==> src/rtl/request_unpacker_pkg.sv <==
// Shared definitions for the PC-link request unpacker and response packer:
// data-type encodings, request codes, unpacker states and the decode record.
package request_unpacker_pkg;

  typedef enum logic [1:0] {
    DT_N = 2'b00,
    DT_T = 2'b01,
    DT_H = 2'b10,
    DT_S = 2'b11
  } data_type_e;

  localparam logic [7:0] REQ_SINGLE_S = 8'h00;
  localparam logic [7:0] REQ_SINGLE_T = 8'h01;
  localparam logic [7:0] REQ_SINGLE_H = 8'h02;
  localparam logic [7:0] REQ_CONT_T   = 8'h03;
  localparam logic [7:0] REQ_CONT_H   = 8'h04;
  localparam logic [7:0] REQ_BREAK_T  = 8'h05;
  localparam logic [7:0] REQ_BREAK_H  = 8'h06;

  typedef enum logic [1:0] {
    ST_IDLE,
    ST_WAIT_ADDR,
    ST_PENDING
  } state_e;

  typedef struct packed {
    data_type_e data_type;
    logic       continuous;
    logic       break_continuous;
    logic       err_cmd;
  } cmd_decode_t;

endpackage

==> src/rtl/request_unpacker_cmd_decoder.sv <==
// Combinational command-byte decoder: byte -> data type, continuous-mode
// controls and unknown-command flag.
module request_unpacker_cmd_decoder
  import request_unpacker_pkg::*;
(
  input  logic [7:0]  cmd_byte,
  output cmd_decode_t decoded
);

  always_comb begin
    decoded = '0;
    unique case (cmd_byte)
      REQ_SINGLE_S: decoded.data_type = DT_S;
      REQ_SINGLE_T: decoded.data_type = DT_T;
      REQ_SINGLE_H: decoded.data_type = DT_H;
      REQ_CONT_T: begin
        decoded.data_type  = DT_T;
        decoded.continuous = 1'b1;
      end
      REQ_CONT_H: begin
        decoded.data_type  = DT_H;
        decoded.continuous = 1'b1;
      end
      REQ_BREAK_T: begin
        decoded.data_type        = DT_T;
        decoded.break_continuous = 1'b1;
      end
      REQ_BREAK_H: begin
        decoded.data_type        = DT_H;
        decoded.break_continuous = 1'b1;
      end
      default: decoded.err_cmd = 1'b1;
    endcase
  end

endmodule

==> src/rtl/request_unpacker.sv <==
// Assembles 2-byte PC-link requests (command, address), decodes them and holds
// them until accepted. Define UNPACKER_TIMEOUT_EN to abandon a stalled request.
module request_unpacker
  import request_unpacker_pkg::*;
#(
  parameter int unsigned NUM_SENSORS    = 32,
  parameter int unsigned TIMEOUT_CYCLES = 50_000_000
) (
  input  logic       CLK,
  input  logic       RST_N,
  input  logic       RX_VALID,
  input  logic [7:0] RX_BYTE,
  input  logic       CMD_READY,
  output logic       CMD_VALID,
  output logic [1:0] DATA_TYPE,
  output logic       CONTINUOUS,
  output logic       BREAK_CONTINUOUS,
  output logic [7:0] ADDRESS,
  output logic       ERR_CMD,
  output logic       ERR_ADDR
);

  if (TIMEOUT_CYCLES == 0) begin : g_bad_timeout
    $error("TIMEOUT_CYCLES must be nonzero");
  end

  state_e      state_q, state_d;
  logic [7:0]  cmd_q, cmd_d;
  logic        cmd_valid_q, cmd_valid_d;
  cmd_decode_t dec_q, dec_d;
  logic [7:0]  address_q, address_d;
  logic        err_addr_q, err_addr_d;
  cmd_decode_t dec_now;

  request_unpacker_cmd_decoder u_cmd_decoder (
    .cmd_byte (cmd_q),
    .decoded  (dec_now)
  );

`ifdef UNPACKER_TIMEOUT_EN
  localparam int unsigned CNT_W = $clog2(TIMEOUT_CYCLES + 1);
  logic [CNT_W-1:0] cnt_q, cnt_d;
  logic             timeout_hit;
  // cnt_q counts completed WAIT_ADDR cycles, so this fires in cycle TIMEOUT_CYCLES
  assign timeout_hit = (cnt_q == CNT_W'(TIMEOUT_CYCLES - 1));
`endif

  always_comb begin
    state_d     = state_q;
    cmd_d       = cmd_q;
    cmd_valid_d = cmd_valid_q;
    dec_d       = dec_q;
    address_d   = address_q;
    err_addr_d  = err_addr_q;
`ifdef UNPACKER_TIMEOUT_EN
    cnt_d       = cnt_q;
`endif
    unique case (state_q)
      ST_IDLE: begin
        if (RX_VALID) begin
          cmd_d   = RX_BYTE;
          state_d = ST_WAIT_ADDR;
`ifdef UNPACKER_TIMEOUT_EN
          cnt_d   = '0;
`endif
        end
      end
      ST_WAIT_ADDR: begin
        if (RX_VALID) begin
          dec_d       = dec_now;
          address_d   = RX_BYTE;
          err_addr_d  = (32'(RX_BYTE) >= NUM_SENSORS);
          cmd_valid_d = 1'b1;
          state_d     = ST_PENDING;
        end
`ifdef UNPACKER_TIMEOUT_EN
        else if (timeout_hit) begin
          state_d = ST_IDLE;
        end else begin
          cnt_d = cnt_q + 1'b1;
        end
`endif
      end
      ST_PENDING: begin
        // Bytes arriving here, including in the accept cycle, are dropped
        if (CMD_READY) begin
          cmd_valid_d = 1'b0;
          state_d     = ST_IDLE;
        end
      end
      default: state_d = ST_IDLE;
    endcase
  end

  always_ff @(posedge CLK or negedge RST_N) begin
    if (!RST_N) begin
      state_q     <= ST_IDLE;
      cmd_q       <= '0;
      cmd_valid_q <= 1'b0;
      dec_q       <= '0;
      address_q   <= '0;
      err_addr_q  <= 1'b0;
`ifdef UNPACKER_TIMEOUT_EN
      cnt_q       <= '0;
`endif
    end else begin
      state_q     <= state_d;
      cmd_q       <= cmd_d;
      cmd_valid_q <= cmd_valid_d;
      dec_q       <= dec_d;
      address_q   <= address_d;
      err_addr_q  <= err_addr_d;
`ifdef UNPACKER_TIMEOUT_EN
      cnt_q       <= cnt_d;
`endif
    end
  end

  assign CMD_VALID        = cmd_valid_q;
  assign DATA_TYPE        = dec_q.data_type;
  assign CONTINUOUS       = dec_q.continuous;
  assign BREAK_CONTINUOUS = dec_q.break_continuous;
  assign ADDRESS          = address_q;
  assign ERR_CMD          = dec_q.err_cmd;
  assign ERR_ADDR         = err_addr_q;

endmodule

==> config.mk <==
export PLATFORM = sky130hd
export DESIGN_NAME = request_unpacker
export DESIGN_NICKNAME = d
export VERILOG_FILES = /design/src/rtl/request_unpacker_pkg.sv /design/src/rtl/request_unpacker_cmd_decoder.sv /design/src/rtl/request_unpacker.sv
export SDC_FILE = /design/constraint.sdc
export NUM_CORES = 1
export LEC_CHECK = 0
export ABC_AREA = 1
export BUFFER_PORTS_ARGS = -buffer_cell sky130_fd_sc_hd__buf_2
export CAP_MARGIN = 0
export CORE_UTILIZATION = 55
export DETAILED_ROUTE_END_ITERATION = 12
export MAX_ROUTING_LAYER = met4
export PLACE_DENSITY = 0.86
export SYNTH_ARGS = -nofsm -noshare
export SYNTH_HDL_FRONTEND = slang
export SYNTH_SLANG_ARGS = --single-unit
==> constraint.sdc <==
create_clock -name CLK -period 3 [get_ports CLK]
set_clock_uncertainty 0.05 [all_clocks]
set_input_delay 0.15 -clock CLK [delete_from_list [all_inputs] [get_ports CLK]]
set_output_delay 0.15 -clock CLK [all_outputs]
set_load 0.05 [all_outputs]
# Word level (Yosys, flattened, before mapping)
# Cells that the tools add are included.
# word_totals
regBits	25
latch_bits	0
mem_bits_rw	0
mem_bits_ro	0
in_bits	12
output_inout_bits	15
wordCells	44
n_memories	0
# classes
n_addsub	0
multipliers	0
n_div	0
order_cmp	1
eq_ne	11
n_shift	0
mux	11
bitwise_logic	0
reduce_logical	12
# op_table
operator	count
$eq 8x3->1 const B	3
$eq 8x2->1 const B	2
$pmux 2 s3	2
$eq 8x1->1 const B	1
$ge 8x6->1 const B	1
$logic_not 8->1	1
$reduce_or 7->1	1
$mux 2	3
$ne 2x2->1 const B	3
$reduce_and 3->1	2
$reduce_or 3->1	2
$mux 1	5
$reduce_and 2->1	2
$reduce_or 2->1	2
$eq 2x1->1 const B	1
$eq 2x2->1 const B	1
$logic_not 2->1	1
$pmux 1 s2	1
$reduce_bool 2->1	1

# Longest topological paths before layout
# depth
word_depth	3
depth_mapped	7
mapped_depth_nobuf	7

# Modules after synthesis
# A second synthesis with hierarchy kept.
# unflattened
cells_unflattened	146
area_unflattened_um2	1151.1
# modules_own_cells
module	n_inst	cells_each	area_each_um2	seq_area_each_um2
request_unpacker	1	111	1009.7	625.6
request_unpacker_cmd_decoder	1	35	141.4	0.0

# Worst setup path after synthesis
# OpenSTA, ideal clock, no wires.
# synth_path
path_kind	reg-to-reg
startpoint	register state_q[1]
endpoint	register address_q[2], in the netlist ADDRESS[2]
setup_time_ps	120
t_arrival_ps	1015
t_required_ps	2830
slack_ps	1815
path_stages_with_launch	6
n_path_buf	1
synth_period_minus_slack_ps	1185
path_cell_list	dfrtp_1 nor3_4 inv_2 buf_6 nand2_1 o21ai_2
# synth_between
elab_chain_cells	2
# synth_rtl
element	line	text
start: declaration	request_unpacker.sv:27	state_e state_q, state_d;
start signal: assignment	request_unpacker.sv:107	state_q <= state_d;
$eq 2x1->1	request_unpacker.sv:58	unique case (state_q)
$reduce_and 2->1 (no source line)	--	
end signal: assignment	request_unpacker.sv:111	address_q <= address_d;
end: declaration	request_unpacker.sv:31	logic [7:0] address_q, address_d;
# Every way passes these cells.
# A chain may end at the register's enable or synchronous reset.

# Worst setup path after layout
# layout_path
startpoint	register state_q[1]
endpoint	register cmd_q[1]
# layout_between
elab_chain_cells	2
# layout_rtl
element	line	text
$logic_not 2->1	request_unpacker.sv:58	
$reduce_and 2->1 (no source line)	--	
end signal: assignment	request_unpacker.sv:108	cmd_q <= cmd_d;
end: declaration	request_unpacker.sv:28	logic [7:0] cmd_q, cmd_d;
# Every way passes these cells.

==> reports/qor.txt <==
status -> finished clean
crit path kind -> register to register
final hold viol count -> 0
Net Sw Frac -> 51.57%
clk buf depth -> 2
Clk pwr share -> 9.8%
met1 GRT Util -> 26.88%
Netlist cell types -> 14
Crit path depth -> 3
Core Region -> 0.001802 sq mm
routed length per placed instance -> 10.77 um
syn_area_per_cell -> 8.869 sq um
width of the die -> 46.90 um
MaxCap Viol Count -> 0
Worst EP arrival -> 1610 ps
Filler Cell Count -> 148
Reg power frac -> 39.0%
IO Count -> 27
crit share post-route -> 47.63%
worst vdd ir -> 0.7672 mV
Most Crowded Layer GR -> met2
final wirelength -> 1.928 mm
register bit total from synthesis -> 25
slowest CP cell -> dfrtp_1
Final setup viols -> 0
DR DRC count -> 0
crit end category -> register
CP max FO -> 17
Comb pwr share -> 51.2%
fmax -> 699.8 MHz
power density over the cells -> 1174 mW/mm^2
Crit path max-delay family -> flip-flops
port bufs -> 26
placed insts -> 173
Routability Congestion -> 0.9012
Layout area overhead -> 15.80%
most common cell after layout, fill and taps aside -> nand2_1
setup TNS -> 0 ps
initial antenna violation count -> 0
htree depth -> 1
RSZ-0062 raised after global routing -> no
root buffer cell -> clkbuf_4
Avg Vias per Cell -> 4.961
post_cts resized -> 0
commonest non-fill, non-tap cells in the layout -> nand2_1, buf_2, dfrtp_1
layout cell share with drive strength beyond 1 -> 27.27%
Leak Pwr -> 0.0007059 uW
min Tclk post-route -> 1429 ps
Storage cell area -> 625.6 sq um
Slew Viols, Final -> 0
clock slew at reported path FFs -> 130 ps
DIE AREA -> 0.002199 sq mm
global-route wire length before repair -> 3.091 mm
hold slack -> 26.34 ps
row count -> 15
Total Power -> 1507 uW
Overflow after GRT -> 0
dpl cell area -> 0.001236 sq mm
worst-path cell chain -> inv_1, nand3_1, o21ai_0
slowest cell delay on critical path -> 440 ps
diode count -> 0
chip height -> 46.90 um
worst-skew pair later-pin latency -> 310 ps
Post-CTS Repair Setup Buffers -> 0
Worst Hold Class -> input pin to register
Starting Density -> 61.53%
total track usage -> 21.04%
final instance area -> 0.001284 sq mm
met3 usage -> 3.846%
worst reg2reg path depth -> 3
CTS tree -> yes
met2 Usage GRT -> 32.50%
Synth Net Count -> 137
Nets -> 167
Cells after Synth -> 125
TritonCTS Buffers -> 3
Antenna Violating Nets Remaining -> 0
vias in the first global route -> 766
Pint -> 729.8 uW
relative slew slack -> 63.68%
clock sink total -> 25
detailed placement HPWL -> 1.386 mm
CP bufs+invs -> 1
WP data required -> 3180 ps
synth warn -> 0
sequential element share of the synthesized area -> 56.43%
startpoint types -> register
Initial DRC Count -> 11
Post-Layout Cell Count -> 179
largest net degree at the start of global routing -> 27
Sw Pwr -> 777.2 uW
area of the multi-input gates -> 385.4 sq um
cell area after synthesis -> 0.001109 sq mm
TritonRoute pass-1 iters -> 4
Vias -> 888
Worst-Margin Slew -> 544.9 ps
worst hold path cell count -> 3
==> logic make-up after synthesis <==
family	count (synthesis)	synth area share (%)
AO/OA/AOI/OAI	20	12.30
buffers and inverters	20	8.803
flip-flops	25	56.43
AND/OR/NAND/NOR	60	22.46
==> final cells by class <==
cell class                 count  share of cell area, %
inverter                      17                  4.971
clock buffer                   3                  1.754
sequential                    25                  48.73
clock inverter                 1                 0.3899
timing repair buffer          28                  11.70
multi-input combinational     80                  30.02
tap                           25                  2.437
==> worst min-delay path, cell delays in order <==
cell     delay [ps]
buf_2            90
inv_1            70
o21ai_2          60
==> synth_stat cells <==
| master | number | area, sq um |
|---|---|---|
| nand4_1 | 1 | 6.260 |
| inv_2 | 2 | 7.510 |
| nor3_1 | 1 | 5.000 |
| inv_1 | 15 | 56.30 |
| nand2_1 | 40 | 150.1 |
| dfrtp_1 | 25 | 625.6 |
| a21oi_1 | 1 | 5.000 |
| o21ai_0 | 9 | 45.04 |
| nand3_1 | 6 | 30.03 |
| nor3_4 | 1 | 16.27 |
| nor2_1 | 11 | 41.29 |
| o31ai_1 | 1 | 7.510 |
| buf_6 | 3 | 33.78 |
| o21ai_2 | 9 | 78.83 |
==> timing repair <==
action	in CTS	in global routing
endpoints found under the hold margin	26	0
endpoints found under the setup margin	0	0
hold buffers	2	0
==> power groups by stage <==
stage,clock [uW],sequential (uW),combinational [uW]
floorplan,0,895,321
CTS,151,588,777
finish,148,587,772
global route,165,605,839
detailed placement,0,595,773
global placement,0,586,752
==> registers in the layout (all words and copies together) (netlist names) <==
signal            cells
CONTINUOUS            1
BREAK_CONTINUOUS      1
cmd_q                 8
ADDRESS               8
CMD_VALID             1
state_q               2
ERR_CMD               1
ERR_ADDR              1
DATA_TYPE             2
==> final timing paths <==
path | from | end | slack, ps
setup / recovery | state_q[1] | cmd_q[1] | 1570
hold reg to reg | ADDRESS[0] | ADDRESS[0] | 440
min in group asynchronous | RST_N | cmd_q[1] | 290
max in group asynchronous | RST_N | cmd_q[2] | 2250
hold / removal | RX_BYTE[4] | ADDRESS[4] | 30
setup reg to reg | state_q[1] | cmd_q[1] | 1570
==> per-layer routing <==
metal / part of all wire [%] / routed length, um
met2: 47 / 905
met5: 0 / 0
met4: 1.8 / 34
met3: 3.9 / 76
met1: 47 / 912
==> through the flow <==
stage | worst slack, ps | util, %
final | 1571 | 71.25
after global routing | 1398 | 71.25
after detailed placement | 1592 | 68.61
after floorplan | 1815 | -
after CTS | 1557 | 71.25
after global placement | 1683 | 68.61
Power figures use the tool's default switching activity.
